==> src/rtl/qpsk_mod_stream.sv <==
// qpsk_mod_stream: framed QPSK modulator. Takes FRAME_W-bit frames on a
// valid/ready handshake and sends them MSB-first as dibits, SPS samples per
// symbol. Each symbol is mixed onto a sine-LUT carrier to give a signed
// passband stream s = I*cos - Q*sin.
// Optional build macro QPSK_DIFF_EN: differential (DQPSK) mapping through a
// 2-bit phase state that is cleared at each frame load.
module qpsk_mod_stream #(
    parameter int FRAME_W   = 40,
    parameter int SPS       = 32,
    parameter int PHASE_W   = 16,
    parameter int PHASE_INC = 2048,
    parameter int LUT_AW    = 8,
    parameter int AMP_W     = 14
) (
    input  logic                    clk,
    input  logic                    rst_n,
    input  logic [FRAME_W-1:0]      para_in,
    input  logic                    in_valid,
    output logic                    in_ready,
    output logic signed [AMP_W:0]   qpsk,
    output logic                    out_valid,
    output logic                    sym_i,
    output logic                    sym_q,
    output logic                    sym_start,
    output logic                    frame_done
);

    localparam int  NSYM   = FRAME_W / 2;
    localparam int  LUT_N  = 1 << LUT_AW;
    localparam int  SC_W   = $clog2(SPS);
    localparam int  SYM_W  = (NSYM > 1) ? $clog2(NSYM) : 1;
    localparam int  STAGES = 3;
    localparam real PI     = 3.14159265358979323846;

    // Elaboration-time sine: fold into [-pi/2, pi/2], Taylor series, round half away from zero.
    function automatic int sin_val(input int k);
        real x, x2, term, acc;
        x = 2.0 * PI * real'(k) / real'(LUT_N);
        if (x > PI) x = x - 2.0 * PI;
        if (x > PI / 2.0) x = PI - x;
        else if (x < -PI / 2.0) x = -PI - x;
        x2   = x * x;
        term = x;
        acc  = x;
        for (int n = 1; n < 10; n++) begin
            term = -term * x2 / real'((2 * n) * (2 * n + 1));
            acc  = acc + term;
        end
        acc = acc * real'((1 << (AMP_W - 1)) - 1);
        return (acc >= 0.0) ? $rtoi(acc + 0.5) : -$rtoi(0.5 - acc);
    endfunction

    logic signed [AMP_W-1:0] sin_rom [LUT_N];
    for (genvar k = 0; k < LUT_N; k++) begin : g_lut
        localparam int V = sin_val(k);
        assign sin_rom[k] = AMP_W'(V);
    end

    typedef enum logic {IDLE, RUN} state_t;

    state_t               state;
    logic                 up;          // low on any reset edge, high afterwards
    logic [FRAME_W-1:0]   sreg;
    logic [PHASE_W-1:0]   phase;
    logic [SC_W-1:0]      sample_cnt;
    logic [SYM_W-1:0]     sym_cnt;

    logic                 sym_end, last_sym, accept, run;
    logic [1:0]           dibit;
    logic                 i0, q0;
    logic [LUT_AW-1:0]    addr_s;
`ifdef QPSK_DIFF_EN
    logic [1:0]           d_state;     // accumulated phase before current symbol
    logic [1:0]           d_inc, d_cur;
`endif

    // Frame control decode and symbol mapping for the sample being produced this cycle.
    always_comb begin
        sym_end  = (sample_cnt == SC_W'(SPS - 1));
        last_sym = (sym_cnt == SYM_W'(NSYM - 1));
        in_ready = up && ((state == IDLE) || (sym_end && last_sym));
        accept   = in_valid && in_ready;
        run      = (state == RUN);
        dibit    = sreg[FRAME_W-1 -: 2];
        addr_s   = phase[PHASE_W-1 -: LUT_AW];
`ifdef QPSK_DIFF_EN
        case (dibit)
            2'b00:   d_inc = 2'd0;
            2'b01:   d_inc = 2'd1;
            2'b11:   d_inc = 2'd2;
            default: d_inc = 2'd3;
        endcase
        d_cur = d_state + d_inc;
        i0    = run && (d_cur[1] ^ d_cur[0]);
        q0    = run && d_cur[1];
`else
        i0    = run && dibit[1];
        q0    = run && dibit[0];
`endif
    end

    // Frame FSM: load on handshake, step phase/sample/symbol counters while running.
    always_ff @(posedge clk) begin
        if (!rst_n) begin
            state      <= IDLE;
            up         <= 1'b0;
            sreg       <= '0;
            phase      <= '0;
            sample_cnt <= '0;
            sym_cnt    <= '0;
`ifdef QPSK_DIFF_EN
            d_state    <= '0;
`endif
        end else begin
            up <= 1'b1;
            if (accept) begin
                // covers both IDLE loads and gapless reloads on the last sample
                state      <= RUN;
                sreg       <= para_in;
                phase      <= '0;
                sample_cnt <= '0;
                sym_cnt    <= '0;
`ifdef QPSK_DIFF_EN
                d_state    <= '0;
`endif
            end else if (run) begin
                phase <= phase + PHASE_W'(PHASE_INC);
                if (sym_end) begin
                    sample_cnt <= '0;
                    if (last_sym) begin
                        state   <= IDLE;
                        phase   <= '0;
                        sym_cnt <= '0;
                    end else begin
                        sym_cnt <= sym_cnt + SYM_W'(1);
                        sreg    <= sreg << 2;
`ifdef QPSK_DIFF_EN
                        d_state <= d_cur;
`endif
                    end
                end else begin
                    sample_cnt <= sample_cnt + SC_W'(1);
                end
            end
        end
    end

    logic [STAGES:1]         vld_pipe, ss_pipe, fd_pipe, i_pipe, q_pipe;
    logic [LUT_AW-1:0]       sin_a, cos_a;
    logic signed [AMP_W-1:0] sin_d, cos_d;
    logic signed [AMP_W:0]   cos_x, sin_x, ti, tq, sum;

    // Sign-apply and combine; |cos|+|sin| <= A*sqrt(2) so AMP_W+1 bits never overflow.
    always_comb begin
        cos_x = {cos_d[AMP_W-1], cos_d};
        sin_x = {sin_d[AMP_W-1], sin_d};
        ti    = i_pipe[2] ? -cos_x : cos_x;
        tq    = q_pipe[2] ? -sin_x : sin_x;
        sum   = ti - tq;
    end

    // Datapath: stage 1 LUT addresses, stage 2 LUT data + signs, stage 3 passband sum.
    always_ff @(posedge clk) begin
        if (!rst_n) begin
            vld_pipe <= '0;
            ss_pipe  <= '0;
            fd_pipe  <= '0;
            i_pipe   <= '0;
            q_pipe   <= '0;
            sin_a    <= '0;
            cos_a    <= '0;
            sin_d    <= '0;
            cos_d    <= '0;
            qpsk     <= '0;
        end else begin
            vld_pipe <= {vld_pipe[STAGES-1:1], run};
            ss_pipe  <= {ss_pipe[STAGES-1:1], run && (sample_cnt == '0)};
            fd_pipe  <= {fd_pipe[STAGES-1:1], run && sym_end && last_sym};
            i_pipe   <= {i_pipe[STAGES-1:1], i0};
            q_pipe   <= {q_pipe[STAGES-1:1], q0};
            sin_a    <= addr_s;
            cos_a    <= addr_s + LUT_AW'(LUT_N / 4);
            sin_d    <= sin_rom[sin_a];
            cos_d    <= sin_rom[cos_a];
            qpsk     <= vld_pipe[2] ? sum : '0;
        end
    end

    assign out_valid  = vld_pipe[STAGES];
    assign sym_start  = ss_pipe[STAGES];
    assign frame_done = fd_pipe[STAGES];
    assign sym_i      = i_pipe[STAGES];
    assign sym_q      = q_pipe[STAGES];

endmodule

==> config.mk <==
export PLATFORM = sky130hd
export DESIGN_NAME = qpsk_mod_stream
export DESIGN_NICKNAME = d
export VERILOG_FILES = /design/src/rtl/qpsk_mod_stream.sv
export SDC_FILE = /design/constraint.sdc
export NUM_CORES = 1
export LEC_CHECK = 0
export ABC_AREA = 1
export BUFFER_PORTS_ARGS = -buffer_cell sky130_fd_sc_hd__buf_2
export CORE_UTILIZATION = 25
export DETAILED_ROUTE_END_ITERATION = 10
export PLACE_DENSITY = 0.48
export RECOVER_POWER = 25
export SLEW_MARGIN = 0
export SYNTH_ARGS = -nofsm -noshare
export SYNTH_HDL_FRONTEND = slang
export SYNTH_SLANG_ARGS = --single-unit
==> constraint.sdc <==
create_clock -name clk -period 2.51 [get_ports clk]
set_input_delay 0.502 -clock clk [delete_from_list [all_inputs] [get_ports clk]]
set_output_delay 0.502 -clock clk [all_outputs]
set_load 0.01 [all_outputs]
==> impl_metrics.py, run 1 <==
metrics = {
    "outcome": {
        "status": "finished clean",
    },
    "cts": {
        "cts_hold_buf": 0,
        "cts_max_level": 4,
        "cts_buffers": 17,
        "cts_root_buffer": "clkbuf_16",
        "cts.clk_slew.worst_paths_ns": 0.06,
        "clock_latency_ns": 0.42,
        "cts_sinks": 122,
        "cts_tree": "yes",
        "clk_path_buf_depth": 2,
    },
    "synthesis": {
        "synth_compound_area_frac": 0.189,
        "syn_nets": 1051,
        "synth_edf_count": 0,
        "yosys_register_bits": 122,
        "synth_common_cells": "nand2_1, dfxtp_1, nand3_1, inv_1, nor2_1",
        "synthSimpleGateAreaFrac": 0.253,
        "synth_top_family_by_area": "simple AND/OR/NAND/NOR gates",
        "async_flop_share": 0,
        "yosysTopAreaCell": "dfxtp_1",
        "ys_seq_area_frac": 0.353,
        "synthAdderAreaFrac": 0.0716,
        "avgSynthCellArea_um2": 7.14,
        "synth_flop_cell": "dfxtp_1",
        "synthCells": 969,
        "synth_area_leaders": "dfxtp_1, nand2_1, nand3_1",
        "ys_types": 44,
        "synth.most_common_cell": "nand2_1",
        "synth_warnings": 0,
        "synthMuxAreaShare": 0.00145,
        "synth_area_mm2": 0.00692,
        "synth_top_area_share": 0.353,
        "synth_xor_area_frac": 0.0380,
    },
    "sta": {
        "setup-tns-final_ns": 0,
        "grt_setup_unrepaired": "no",
        "final.min_clock_period_ns": 2.32,
        "fin_crit_sh": 0.923,
        "finalClockSkew_ns": 0.0160,
        "setup_violations": 0,
        "slew_viol_final": 0,
        "hold_viol": 0,
        "relSlewSlack": 0.211,
        "max_freq_ghz": 0.432,
        "tightest_slew_ns": 1.18,
    },
    "worst_setup_path": {
        "critical_path_class": "reg2reg",
        "path_buf_inv": 1,
        "end_kind": "flip-flop",
        "crit_start": "cos_d[0]",
        "crit_chain": "inv_1, ha_1, nand2_1, o21ai_0, fa_1, nand2_1, nand2_1, nand3_1, nand2_2, nand2_1, nand2_1, nand2_1, nand3_1, a21oi_2",
        "worstPathRequired_ns": 2.85,
        "rr_startpoint": "cos_d[0]",
        "crit_arrival_ns": 2.66,
        "slowest_delay_ns": 0.48,
        "critPathMostFrequentCell": "nand2_1",
        "crit_family": "adder cells",
        "slowest_stage": "fa_1",
        "startpoint_type": "flip-flop",
        "critPathMaxFanout": 4,
    },
    "global_routing": {
        "grt_antenna_before_repair": 1,
        "grt.total_usage": 0.134,
        "grt_pass1_wl_mm": 30.6,
        "grt_pass1_vias": 6097,
        "overflow": 0,
        "grt_max_degree": 74,
    },
    "placement": {
        "dp_hpwl_mm": 13.3,
        "gp_congestion": 0.862,
        "io_buffers": 63,
    },
    "worst_hold_path": {
        "min_from": "para_in[9]",
        "hp-class": "in2reg",
    },
    "route": {
        "drt_pass1_iterations": 6,
        "drc": 0,
        "wire_per_inst_um": 13.4,
        "via_per_inst": 4.67,
        "routed_wl_mm": 18.4,
        "postRouteAntennaNets": 0,
        "first_iter_violations": 465,
        "vias": 6430,
    },
    "layout": {
        "syn_to_final_growth_pct": 20.1,
        "diodes": 0,
        "nNetsFinal": 1106,
        "post-route-util": 0.308,
        "drive_above_1_share": 0.136,
    },
    "pwr": {
        "power_density_mw_per_mm2": 621,
        "p_total_mw": 5.16,
        "peakVddDrop_v": 0.000285,
        "leakagePower_nw": 4.00,
    },
    "floorplanning": {
        "die_w_um": 168,
        "num_rows": 60,
        "die_area_mm2": 0.0283,
        "die_h_um": 168,
        "initial_core_util": 0.256,
        "coreArea_mm2": 0.0270,
        "pin_count": 64,
    },
    "run": {
        "maxCapViolCount": 0,
    },
}
## area by class of cell
| cell class | instances | area [µm²] |
|---|---|---|
| inverters | 102 | 387 |
| multi-input cells | 694 | 3960 |
| repair buffers | 87 | 480 |
| well taps | 341 | 427 |
| clock inverters | 14 | 184 |
| fillers | 2977 | 18700 |
| flip-flops and latches | 122 | 2440 |
| clock buffers | 17 | 425 |
## path summary, 6_finish.rpt
check | to | slack (ns) | depth (start not counted)
setup / recovery | qpsk[12] | 0.19 | 14
hold / removal | sreg[9] | 0.32 | 2
setup reg to reg | qpsk[12] | 0.19 | 14
hold reg to reg | q_pipe[2] | 0.42 | 2
## layout by cell type (no fill, tap or decap), types with 31 or more instances in the layout
cell     Yosys  layout
ha_1        38      31
o211a_1     35      35
nor2_1      87      82
o21ai_0     71      68
a21oi_1     72      69
dfxtp_1    122     120
buf_2       14      49
inv_1       97      94
nand2_1    201     199
nand3_1    102     101
## layer usage
layer,global-route usage,up-vias,part of all wire
li1,-,3326,-
met5,0,-,0.00070
met1,0.172,2942,0.47
met3,0.0362,14,0.046
met4,0.0395,2,0.012
met2,0.220,146,0.47
## sequential cells by signal, summed over array words and instances (netlist names), 5 cells and up
signal      flops
sample_cnt      5
cos_d          14
sreg           40
sin_d          14
sym_cnt         5
phase           5
qpsk           15
sin_a           5
## cells by family after synthesis
group	count (synthesis)
AO/OA/AOI/OAI	210
XOR/XNOR	30
adder cells (fa/ha/maj)	39
buffers and inverters	153
flip-flops	122
multiplexers	1
AND/OR/NAND/NOR	414
## power by group
group	internal [mW]	leakage, nW	switching (mW)
clock	1.58	0.292	0.962
sequential	2.01	0.996	0.0469
combinational	0.228	2.72	0.331
## worst register-to-register path, stage by stage, from the launching register on
cell     delay (ns)
dfxtp_1        0.34
inv_1          0.06
ha_1           0.28
nand2_1        0.06
o21ai_0        0.16
fa_1           0.48
nand2_1        0.09
nand2_1        0.07
nand3_1        0.08
nand2_2        0.10
nand2_1        0.10
nand2_1        0.08
nand2_1        0.09
nand3_1        0.09
a21oi_2        0.15
## what timing repair did
action / in CTS / in global routing
endpoints found under the setup margin: 1 / 9
pin swaps: 1 / 6
gates resized for setup: 1 / 36
endpoints found under the hold margin: 0 / 0
setup buffers: 0 / 2
## through the flow
stage / instance area [µm²] / std cells / setup WS (ns) / hold WS [ns]
global placement: 7570 / 1344 / 0.0765 / 0.394
floorplan: 6920 / 969 / 0.318 / 0.390
global route: 8310 / 1377 / 0.000247 / 0.303
finish: 8310 / 1377 / 0.194 / 0.317
CTS: 8180 / 1375 / 0.0159 / 0.294
detailed placement: 7570 / 1344 / 0.0556 / 0.398
Power figures use the tool's default switching activity.
==> run 2, diff against run 1 <==
--- a/config.mk
+++ b/config.mk
@@ -7,6 +7,7 @@
 export LEC_CHECK = 0
 export ABC_AREA = 1
 export BUFFER_PORTS_ARGS = -buffer_cell sky130_fd_sc_hd__buf_2
+export CAP_MARGIN = 20
 export CORE_UTILIZATION = 25
 export DETAILED_ROUTE_END_ITERATION = 10
 export PLACE_DENSITY = 0.48
==> constraint.sdc (replaced) <==
create_clock -name clk -period 2.76 [get_ports clk]
set_input_delay 0.276 -clock clk [delete_from_list [all_inputs] [get_ports clk]]
set_output_delay 0.276 -clock clk [all_outputs]
set_load 0.01 [all_outputs]
==> run 2 against run 1 <==
The flow now finishes with violations (max-capacitance violations, max-slew violations). Via count decreased by 1.9%. Worst hold slack got worse by 0.24 ns. Clock skew decreased by 0.0011 ns. Sequential power is 9% lower. Routed wire length increased by 0.13%. Non-clock buffer count is 10 lower. Sequential cell count unchanged. Design area decreased by 2.3%. Utilization fell by 0.70 points. First-iteration DRC count increased by 0.86%. Largest cell class unchanged.
==> impl_metrics.py, run 2 (synthesis results as in run 1) <==
metrics = {
    "route": {
        "drc": 0,
        "routed_wl_mm": 18.5,
        "via_per_inst": 4.61,
        "drt_pass1_iterations": 5,
        "wire_per_inst_um": 13.5,
        "postRouteAntennaNets": 0,
        "first_iter_violations": 469,
        "vias": 6311,
    },
    "worst_setup_path": {
        "critical_path_class": "reg2reg",
        "startpoint_type": "flip-flop",
        "end_kind": "flip-flop",
        "crit_arrival_ns": 2.79,
        "critPathMaxFanout": 6,
        "worstPathRequired_ns": 3.08,
    },
    "layout": {
        "layout_common_cells": "nand2_1, dfxtp_1, nand3_1",
        "drive_above_1_share": 0.101,
        "top_regs": "sreg x40, qpsk x15",
        "post-route-util": 0.301,
        "top_register": "sreg",
        "mostFrequentLayoutCell": "nand2_1",
        "syn_to_final_growth_pct": 17.4,
        "largest_register_ffs": 40,
        "nNetsFinal": 1096,
        "nFillCells": 2992,
        "diodes": 0,
    },
    "cts": {
        "clock_latency_ns": 0.42,
        "cts.clk_slew.worst_paths_ns": 0.07,
        "cts_tree": "yes",
        "cts_sinks": 122,
        "cts_buffers": 17,
        "cts_max_level": 4,
        "clk_path_buf_depth": 2,
        "cts_root_buffer": "clkbuf_16",
    },
    "outcome": {
        "status": "finished, violations left",
        "violations": "max-capacitance violations, max-slew violations",
    },
    "run": {
        "maxCapViolCount": 1,
    },
    "global_routing": {
        "overflow": 0,
        "grt_max_degree": 47,
        "grt.total_usage": 0.135,
        "grt_pass1_vias": 6169,
        "grt_pass1_wl_mm": 30.6,
        "grt_antenna_before_repair": 0,
    },
    "floorplanning": {
        "coreArea_mm2": 0.0270,
        "initial_core_util": 0.256,
        "die_h_um": 168,
        "num_rows": 60,
        "die_area_mm2": 0.0283,
        "die_w_um": 168,
        "pin_count": 64,
    },
    "sta": {
        "final.min_clock_period_ns": 2.47,
        "fin_crit_sh": 0.895,
        "hold_viol": 0,
        "setup_violations": 0,
        "finalClockSkew_ns": 0.0148,
        "relSlewSlack": -0.0870,
        "max_freq_ghz": 0.405,
        "tightest_slew_ns": 1.63,
        "slew_viol_final": 37,
        "grt_setup_unrepaired": "no",
        "setup-tns-final_ns": 0,
    },
    "worst_hold_path": {
        "hp-class": "in2reg",
    },
    "placement": {
        "gp_congestion": 0.868,
        "dp_hpwl_mm": 13.1,
        "io_buffers": 63,
    },
    "pwr": {
        "peakVddDrop_v": 0.000316,
        "leakagePower_nw": 3.96,
        "power_density_mw_per_mm2": 576,
    },
}
[run 2: cell count changes in the layout (fill, tap and decap cells not counted), sizes merged]
cell      before  now
buf           70   61
clkinv         3    7
clkinvlp       3    0
inv          107  106
[run 2: power breakdown]
part	switching (mW)	total (mW)	internal, mW
Sequential	0.0424	1.87	1.83
Clock	0.887	2.33	1.45
Combinational	0.290	0.477	0.187
Total	1.22	4.68	3.46
[run 2: path summary, 6_finish.rpt]
kind	slack, ns	to	startpoint	cells after the start
setup / recovery	0.29	qpsk[14]	cos_d[2]	12
hold / removal	0.08	sreg[17]	para_in[17]	2
setup reg to reg	0.29	qpsk[14]	cos_d[2]	12
hold reg to reg	0.41	ss_pipe[2]	ss_pipe[1]	2
[run 2: critical path, cell delays in order, from the launching register on]
cell and delay, ns:
dfxtp_1 0.34, nor3_2 0.27, nand4_1 0.16, o21ai_1 0.29, nand2_1 0.11, xor2_1 0.16
ha_1 0.38, a21oi_1 0.20, o21ai_0 0.09, a21oi_1 0.12, nand2_1 0.08, a21oi_1 0.12
nor2_1 0.06
[run 2: metrics by stage]
step / total power, mW / instances / hold WS, ns / area (µm²) / worst slack [ns]
finish: 4.68 / 1368 / 0.0816 / 8120 / 0.290
global route: 4.92 / 1368 / 0.0700 / 8120 / 0.00526
detailed placement: 2.39 / 1336 / 0.401 / 7520 / 0.181
global placement: 2.39 / 1336 / 0.394 / 7520 / 0.276
CTS: 4.76 / 1368 / 0.0687 / 8140 / 0.159
floorplan: 2.26 / 969 / 0.304 / 6920 / 0.568
[run 2: routing by layer]
| layer | up-vias | global-route usage | wire length (µm) |
|---|---|---|---|
| met4 | 0 | 0.0648 | 510 |
| met3 | 27 | 0.0303 | 925 |
| li1 | 3293 | - | - |
| met1 | 2833 | 0.175 | 8800 |
| met5 | - | 0 | 0 |
| met2 | 158 | 0.212 | 8230 |
[run 2: final cells by class]
| type | instances | area [µm²] | share of cell area |
|---|---|---|---|
| tap | 341 | 427 | 0.0525 |
| inverter | 102 | 383 | 0.0471 |
| multi-input combinational | 694 | 3830 | 0.472 |
| sequential | 122 | 2440 | 0.301 |
| clock inverter | 14 | 188 | 0.0231 |
| clock buffer | 18 | 429 | 0.0528 |
| timing repair buffer | 77 | 418 | 0.0515 |
[run 2: what timing repair did]
action / 4_1_cts / 5_1_grt
buffers inserted: 0 / 0
resized for setup: 0 / 2
endpoints found under the setup margin: 0 / 4
hold buffers: 0 / 0
